--- src/rtl/riscv_divider_iter.sv ---
// Iterative radix-2 restoring divider for RV64M DIV/DIVU/REM/REMU and their W forms.
// Handles the divide-by-zero and signed-overflow cases in a single cycle.
module riscv_divider_iter #(
   parameter int XLEN = 64
) (
   input  logic            i_riscv_div_clk,
   input  logic            i_riscv_div_rst,
   input  logic            i_riscv_div_en,
   input  logic [2:0]      i_riscv_div_ctrl,
   input  logic [XLEN-1:0] i_riscv_div_rs1data,
   input  logic [XLEN-1:0] i_riscv_div_rs2data,
   output logic [XLEN-1:0] o_riscv_div_result,
   output logic            o_riscv_div_valid
);

   // Handshake: en is a level held by the pipeline while the op is in E. valid
   // pulses for one cycle with the result. The pipeline advances on that edge.
   // Dropping en while BUSY kills the op without producing a valid pulse.
   localparam int CW = $clog2(XLEN + 1);

   typedef enum logic [1:0] {IDLE, BUSY, DONE} state_t;

   state_t          state;
   logic [XLEN-1:0] rem_q, quo_q, dvs_q;
   logic [CW-1:0]   cnt;
   logic            w_q, rem_sel_q, neg_quo_q, neg_rem_q;

   function automatic logic [XLEN-1:0] w_fix(input logic [XLEN-1:0] v, input logic w);
      return w ? {{(XLEN-32){v[31]}}, v[31:0]} : v;
   endfunction

   logic            is_w, is_sgn, sgn_a, sgn_b, div_zero, ovf, special;
   logic [XLEN-1:0] op_a, op_b, mag_a, mag_b, min_val, quo_init, q_sp, r_sp, sp_res;
   logic [CW-1:0]   cnt_init;

   always_comb begin
      is_w     = i_riscv_div_ctrl[2];
      is_sgn   = ~i_riscv_div_ctrl[0];
      op_a     = i_riscv_div_rs1data;
      op_b     = i_riscv_div_rs2data;
      if (is_w) begin
         op_a = is_sgn ? {{(XLEN-32){i_riscv_div_rs1data[31]}}, i_riscv_div_rs1data[31:0]}
                       : {{(XLEN-32){1'b0}}, i_riscv_div_rs1data[31:0]};
         op_b = is_sgn ? {{(XLEN-32){i_riscv_div_rs2data[31]}}, i_riscv_div_rs2data[31:0]}
                       : {{(XLEN-32){1'b0}}, i_riscv_div_rs2data[31:0]};
      end
      sgn_a    = is_sgn & op_a[XLEN-1];
      sgn_b    = is_sgn & op_b[XLEN-1];
      mag_a    = sgn_a ? -op_a : op_a;
      mag_b    = sgn_b ? -op_b : op_b;
      // Sign-extended operands make the W overflow check a full-width compare.
      min_val  = is_w ? {{(XLEN-31){1'b1}}, {31{1'b0}}} : {1'b1, {(XLEN-1){1'b0}}};
      div_zero = (op_b == '0);
      ovf      = is_sgn & (op_a == min_val) & (op_b == '1);
      special  = div_zero | ovf;
      q_sp     = div_zero ? '1 : op_a;
      r_sp     = div_zero ? op_a : '0;
      sp_res   = i_riscv_div_ctrl[1] ? r_sp : q_sp;
      // W dividends start in the top half so 32 shifts move them fully through.
      quo_init = is_w ? (mag_a << 32) : mag_a;
      cnt_init = is_w ? CW'(32) : CW'(XLEN);
   end

   logic [XLEN:0]   rem_sh, diff;
   logic            no_borrow;
   logic [XLEN-1:0] rem_nx, quo_nx, q_fin, r_fin, fin_res;

   always_comb begin
      rem_sh    = {rem_q, quo_q[XLEN-1]};
      diff      = rem_sh - {1'b0, dvs_q};
      no_borrow = ~diff[XLEN];
      rem_nx    = no_borrow ? diff[XLEN-1:0] : rem_sh[XLEN-1:0];
      quo_nx    = {quo_q[XLEN-2:0], no_borrow};
      q_fin     = neg_quo_q ? -quo_nx : quo_nx;
      r_fin     = neg_rem_q ? -rem_nx : rem_nx;
      fin_res   = w_fix(rem_sel_q ? r_fin : q_fin, w_q);
   end

   always_ff @(posedge i_riscv_div_clk or posedge i_riscv_div_rst) begin
      if (i_riscv_div_rst) begin
         state              <= IDLE;
         o_riscv_div_valid  <= 1'b0;
         o_riscv_div_result <= '0;
         rem_q              <= '0;
         quo_q              <= '0;
         dvs_q              <= '0;
         cnt                <= '0;
         w_q                <= 1'b0;
         rem_sel_q          <= 1'b0;
         neg_quo_q          <= 1'b0;
         neg_rem_q          <= 1'b0;
      end else begin
         o_riscv_div_valid <= 1'b0;
         case (state)
            IDLE: begin
               if (i_riscv_div_en) begin
                  rem_q     <= '0;
                  quo_q     <= quo_init;
                  dvs_q     <= mag_b;
                  cnt       <= cnt_init;
                  w_q       <= is_w;
                  rem_sel_q <= i_riscv_div_ctrl[1];
                  neg_quo_q <= sgn_a ^ sgn_b;
                  neg_rem_q <= sgn_a;
                  if (special) begin
                     o_riscv_div_result <= w_fix(sp_res, is_w);
                     o_riscv_div_valid  <= 1'b1;
                     state              <= DONE;
                  end else begin
                     state <= BUSY;
                  end
               end
            end
            BUSY: begin
               if (!i_riscv_div_en) begin
                  state <= IDLE;
               end else begin
                  rem_q <= rem_nx;
                  quo_q <= quo_nx;
                  cnt   <= cnt - 1'b1;
                  if (cnt == CW'(1)) begin
                     o_riscv_div_result <= fin_res;
                     o_riscv_div_valid  <= 1'b1;
                     state              <= DONE;
                  end
               end
            end
            DONE:    state <= IDLE;
            default: state <= IDLE;
         endcase
      end
   end

endmodule
--- config.mk ---
export PLATFORM = sky130hd
export DESIGN_NAME = riscv_divider_iter
export DESIGN_NICKNAME = d
export VERILOG_FILES = /design/src/rtl/riscv_divider_iter.sv
export SDC_FILE = /design/constraint.sdc
export NUM_CORES = 1
export LEC_CHECK = 0
export CORE_MARGIN = 2
export CORE_UTILIZATION = 40
export DETAILED_ROUTE_END_ITERATION = 7
export MAX_ROUTING_LAYER = met4
export SLEW_MARGIN = 5
export SYNTH_ARGS = -nofsm -noshare
export SYNTH_HDL_FRONTEND = slang
export SYNTH_SLANG_ARGS = --single-unit
--- constraint.sdc ---
create_clock -name i_riscv_div_clk -period 13 [get_ports i_riscv_div_clk]
set_input_delay 3.25 -clock i_riscv_div_clk [delete_from_list [all_inputs] [get_ports i_riscv_div_clk]]
set_output_delay 3.25 -clock i_riscv_div_clk [all_outputs]
set_load 0.005 [all_outputs]
Word-level counts from Yosys, hierarchy flattened:

Index checks and enable logic that the tools add are counted.

* eq/ne operators: 9
* $add $sub $neg: 6
* reductions and logical operators: 7
* mux-type cells: 42
* bitwise operators: 8

Operator list (count)
* $mux 64: 24
* $pmux 64 s2: 3
* $neg 64->64: 4
* $sub 65x64->65: 1
* $eq 64x64->1: 1
* $eq 64x64->1 const B: 1
* $logic_not 64->1: 1
* $mux 63: 1
* $mux 7: 3
* $pmux 7 s2: 1
* $mux 2: 4
* $ne 2x2->1 const B: 4
* $eq 7x1->1 const B: 1
* $sub 7x1->7 const B: 1
* $reduce_and 5->1: 1
* $and 1x1->1: 4
* $mux 1: 4
* $pmux 2 s2: 1
* $reduce_and 2->1: 2
* $ne 3x3->1 const B: 1
* $reduce_and 3->1: 1
* $eq 2x1->1 const B: 1
* $logic_not 2->1: 1
* $not 1->1: 2
* 4 further kinds: 4

* input bits: 134
* register bits: 270
* output and inout port bits: 65
* word-level logic and storage cells: 83

Longest topological paths before layout:

* depth after elaboration: 9
* mapped depth: 28
* depth with buffers taken out: 22

Least setup slack after synthesis:

Ideal clock, no wire load.

* path type: input port to flip-flop
* from: input port i_riscv_div_rs2data[16]
* to: register dvs_q[61]
* cell stages on the path: 13
* library setup time: 0.133 ns
* data required time: 12.867 ns
* path buffers: 0
* setup slack: 6.388 ns
* arrival: 6.479 ns
* cell sequence: or4_1 > nor4_1 > nor4b_1 > and3_1 > nand3_1 > a211o_1 > o21bai_1 > or3_1 > nor3_1 > o21a_1 > nor2_1 > xnor2_1 > o21ai_0

* word-level cells in the longest chain between the ends: 4

RTL lines
* from (decl): RTL line 11 `input logic [XLEN-1:0] i_riscv_div_rs2data,`
* $mux 64: RTL line 44 `op_b = is_sgn ? {{(XLEN-32){i_riscv_div_rs2data[31]}}, i_riscv_div_rs2data[31:0]}`
* $mux 64 (*): RTL line 41 `if (is_w) begin`
* $neg 64->64 (*): RTL line 50 `mag_b = sgn_b ? -op_b : op_b;`
* $mux 64 (*): RTL line 50
* to (signal assigned): RTL line 99 `dvs_q <= mag_b;`
* to (decl): RTL line 24 `logic [XLEN-1:0] rem_q, quo_q, dvs_q;`

Mark *: on every way between the ends. The rest lies on a longest branch, timed or not.
A chain may end at the register's enable or synchronous reset.

Final worst setup path:

* from: input port i_riscv_div_rs2data[17]
* to: register o_riscv_div_result[49]

* word-level cells in the longest chain between the ends: 9
* elaborated cells between the ends (all ways): 15
* classes of those cells: eq/ne: 2; mux: 9; bitwise: 2; reduce/logical: 2

RTL lines
* $mux 64: RTL line 44
* $mux 64 (*): RTL line 41
* $logic_not 64->1: RTL line 53 `div_zero = (op_b == '0);`
* $mux 64, on equally long branches: RTL line 56, 57
* $mux 64: RTL line 58 `sp_res = i_riscv_div_ctrl[1] ? r_sp : q_sp;`
* $mux 64: RTL line 29 `return w ? {{(XLEN-32){v[31]}}, v[31:0]} : v;`
* $mux 64: RTL line 105 `if (special) begin`
* $mux 64: RTL line 96 `if (i_riscv_div_en) begin`
* $pmux 64 s2: RTL line 94 `case (state)`
* to (signal assigned): RTL line 106 `o_riscv_div_result <= w_fix(sp_res, is_w);`
* to (signal assigned): RTL line 122 `o_riscv_div_result <= fin_res;`
* to (decl): RTL line 12 `output logic [XLEN-1:0] o_riscv_div_result,`

Mark *: on every way between the ends. The rest lies on a longest branch, timed or not. The select of a mux whose other input is x is not followed.

==> flow_summary.yaml <==
global_routing:
  grt_pass1_wl_mm: 176.6
  grtUsageTotal_pct: 35.56
  grt_pass1_vias: 26713
  antenna_found_initial: 5
  grt_max_degree: 123
  overflow: 0
die:
  start_util_pct: 40.21
  core-area_um2: 65510
  ios: 199
  die_h_um: 260.6
  die_width_um: 260.6
  rows: 94
  dieArea_um2: 67930
placed_design:
  place_area_um2: 28880
  io_buffers: 198
  post-place-cells: 4485
  dp_hpwl_mm: 93.02
  gp_congestion: 1.034
run_status:
  status: "completed"
cts:
  ctsHoldBuffers: 0
  cts_tree: "yes"
  cts.path.max_buffers: 3
  clock_sinks: 270
  post_cts_resized: 0
  root_buffer: "clkbuf_16"
  post_cts_buffers: 0
  clock_latency_ns: 0.59
  clk_transition_reported_paths_ns: 0.06
  htree_levels: 2
  cts_made_buffers: 36
sta:
  finalCritPeriodShare_pct: 59.60
  finalClockSkew_ns: 0.03788
  slew_headroom_pct: 15.29
  max_freq_mhz: 129.1
  setup_tns_ns: 0
  finalSetupViolCount: 0
  period_needed_ns: 7.748
  rsz0062_at_grt: "false"
  drv_slew: 0
  hold_viol: 0
  worst_pin_slew_ns: 1.271
synth:
  synth_cell_types: 106
  yosysSeqAreaShare_pct: 25.65
  synth_edf_count: 0
  syn-num-nets: 3815
  netlist.area_leader.share_pct: 25.65
  ys.flop_type: "dfrtp_1"
  yosysTopAreaCell: "dfrtp_1"
  synthArstFlopShare_pct: 100.0
  yosys-top-cells-area: "dfrtp_1 26%, o21ai_0 7.9%, nand2_1 6.0%"
  ys_warn_count: 0
  synthCells: 3609
  synth_seq_cells: 270
  syn_avg_cell_area_um2: 7.299
  netlist_area_um2: 26340
power:
  leakage_nw: 11.85
  vdd_ir_drop_max_mv: 0.1940
  power.density_nw_per_um2: 294.7
cells_and_area:
  fin_nets: 3865
  final_cell_mix: "420 x nand2_1, 415 x o21ai_0, 363 x nor2_1"
  fill_cells: 6695
  synthToLayoutAreaGrowth_pct: 14.05
  drive_above_1_share_pct: 5.210
  fin_cells: 4553
  final_cell_area_um2: 30050
  final_common_cell: "nand2_1"
drt:
  viasPerCell: 6.438
  firstDrtPassIters: 6
  avgRoutedWirePerCell_um: 26.30
  drc: 0
  vias: 29313
  drt_wl_total_mm: 119.8
  ant_nets: 0
  first_iter_violations: 3900
hold_path:
  min_path_type: "register to register"
setup_path:
  critPathSlowestCell: "or4_1"
  cp.arrival_ns: 8.21
  cp.required_ns: 13.46
  crit_chain: "clkdlybuf4s50_1 > or4_1 > nor4_1 > nor4b_1 > and2b_1 > nand4b_2 > o41ai_1 > o21a_1 > nand2_4 > inv_1 > and3_4 > nor4b_4 > a211oi_2"
  cp_slowest_stage_delay_ns: 0.61
  critPathLaunchType: "input pin"
  crit_type: "input pin to register"
  worst-path-max-fanout: 43
  end_kind: "register"
run:
  max-cap-violations: 0
-- cells in the mapped netlist (8+ instances only) --
cell	n
o41a_1	11
ha_1	71
o31a_1	9
dfrtp_1	270
o21bai_1	14
xnor2_1	123
and2_1	20
a211o_1	10
o21ai_0	415
nor4_1	52
nand2b_1	22
or4_1	27
buf_2	31
inv_1	140
nand4_1	70
a31oi_1	40
o211ai_1	27
o22ai_1	15
a2111oi_0	9
a221oi_1	35
nand3_1	50
o21a_1	30
nor2b_1	14
o21ai_1	11
nor2_1	364
or2_2	24
a21o_1	38
nor3_1	90
nor3b_1	12
and3_1	15
buf_1	12
a311oi_1	8
a21oi_1	313
xor2_1	127
a22o_1	14
and4_1	15
o31ai_1	79
a21boi_0	10
a211oi_1	66
clkbuf_1	186
nand2_1	422
o311ai_0	8
o41ai_1	23
mux2i_1	61
or3_1	60
-- cell families after synthesis --
family	synth area share, %
simple gates	23.60
xor+xnor	8.312
buf+inv	5.633
flops	25.65
mux	2.617
fa+ha+maj	3.600
compound gates	30.59
-- path summary, 6_finish.rpt --
kind                                         startpoint                endpoint  slack [ns]  cells past startpoint
min in group asynchronous               i_riscv_div_rst               dvs_q[36]        3.15                      2
worst max register to register                 dvs_q[0]  o_riscv_div_result[60]        5.96                     22
worst min-delay path                          dvs_q[12]               dvs_q[12]        0.48                      2
worst min register to register                dvs_q[12]               dvs_q[12]        0.48                      2
max in group asynchronous               i_riscv_div_rst  o_riscv_div_result[15]        7.56                      4
worst max-delay path            i_riscv_div_rs2data[17]  o_riscv_div_result[49]        5.25                     13
-- critical path: cells and delay by family --
kind                   cells  cell delay (ns)
AO/OA/AOI/OAI              3             0.47
buffers and inverters      2             1.05
AND/OR/NAND/NOR            8             3.41
-- layer usage --
layer  part of all wire, %  wire, um  GRT usage (%)  vias to the layer above
met1                    42     50740          48.60                    14032
met4                   4.0      4828          12.63                        0
met5                     0         0              -                        -
li1                      -         -              -                    13325
met2                    43     51020          51.44                     1713
met3                    11     13180          7.848                      243
-- report_power, final --
group | leakage (nW) | internal, mW | switching (mW) | total [mW]
Sequential | 3.42 | 1.12 | 0.416 | 1.53
Combinational | 7.86 | 2.12 | 4.19 | 6.30
Clock | 0.575 | 0.586 | 0.431 | 1.02
Total | 11.8 | 3.82 | 5.03 | 8.85
-- layout make-up --
type / instances / area [um2] / area share [%]
multi-input combinational: 2962 / 18150 / 60.42
sequential: 270 / 6760 / 22.50
inverter: 143 / 544.3 / 1.812
tap: 864 / 1081 / 3.598
clock inverter: 15 / 146.4 / 0.4872
timing repair buffer: 246 / 2340 / 7.787
clock buffer: 49 / 1010 / 3.361
antenna: 4 / 10.01 / 0.03332
-- stage by stage --
step	hold WS (ns)	utilization [%]	power [mW]	setup WS (ns)
after detailed placement	0.4649	44.08	7.594	4.756
after global placement	0.4538	44.08	7.589	4.851
after global routing	0.4955	45.86	9.324	4.831
after CTS	0.4780	45.85	8.642	5.362
final	0.4784	45.86	8.854	5.252
after floorplan	0.4485	-	5.429	2.311
-- flip-flops by register name, indices dropped and copies added, names as in the netlist --
signal,count
dvs_q,64
o_riscv_div_result,64
quo_q,64
rem_q,64
cnt,7
state,2
neg_quo_q,1
neg_rem_q,1
o_riscv_div_valid,1
rem_sel_q,1
w_q,1
(Power assumes the default switching activity.)
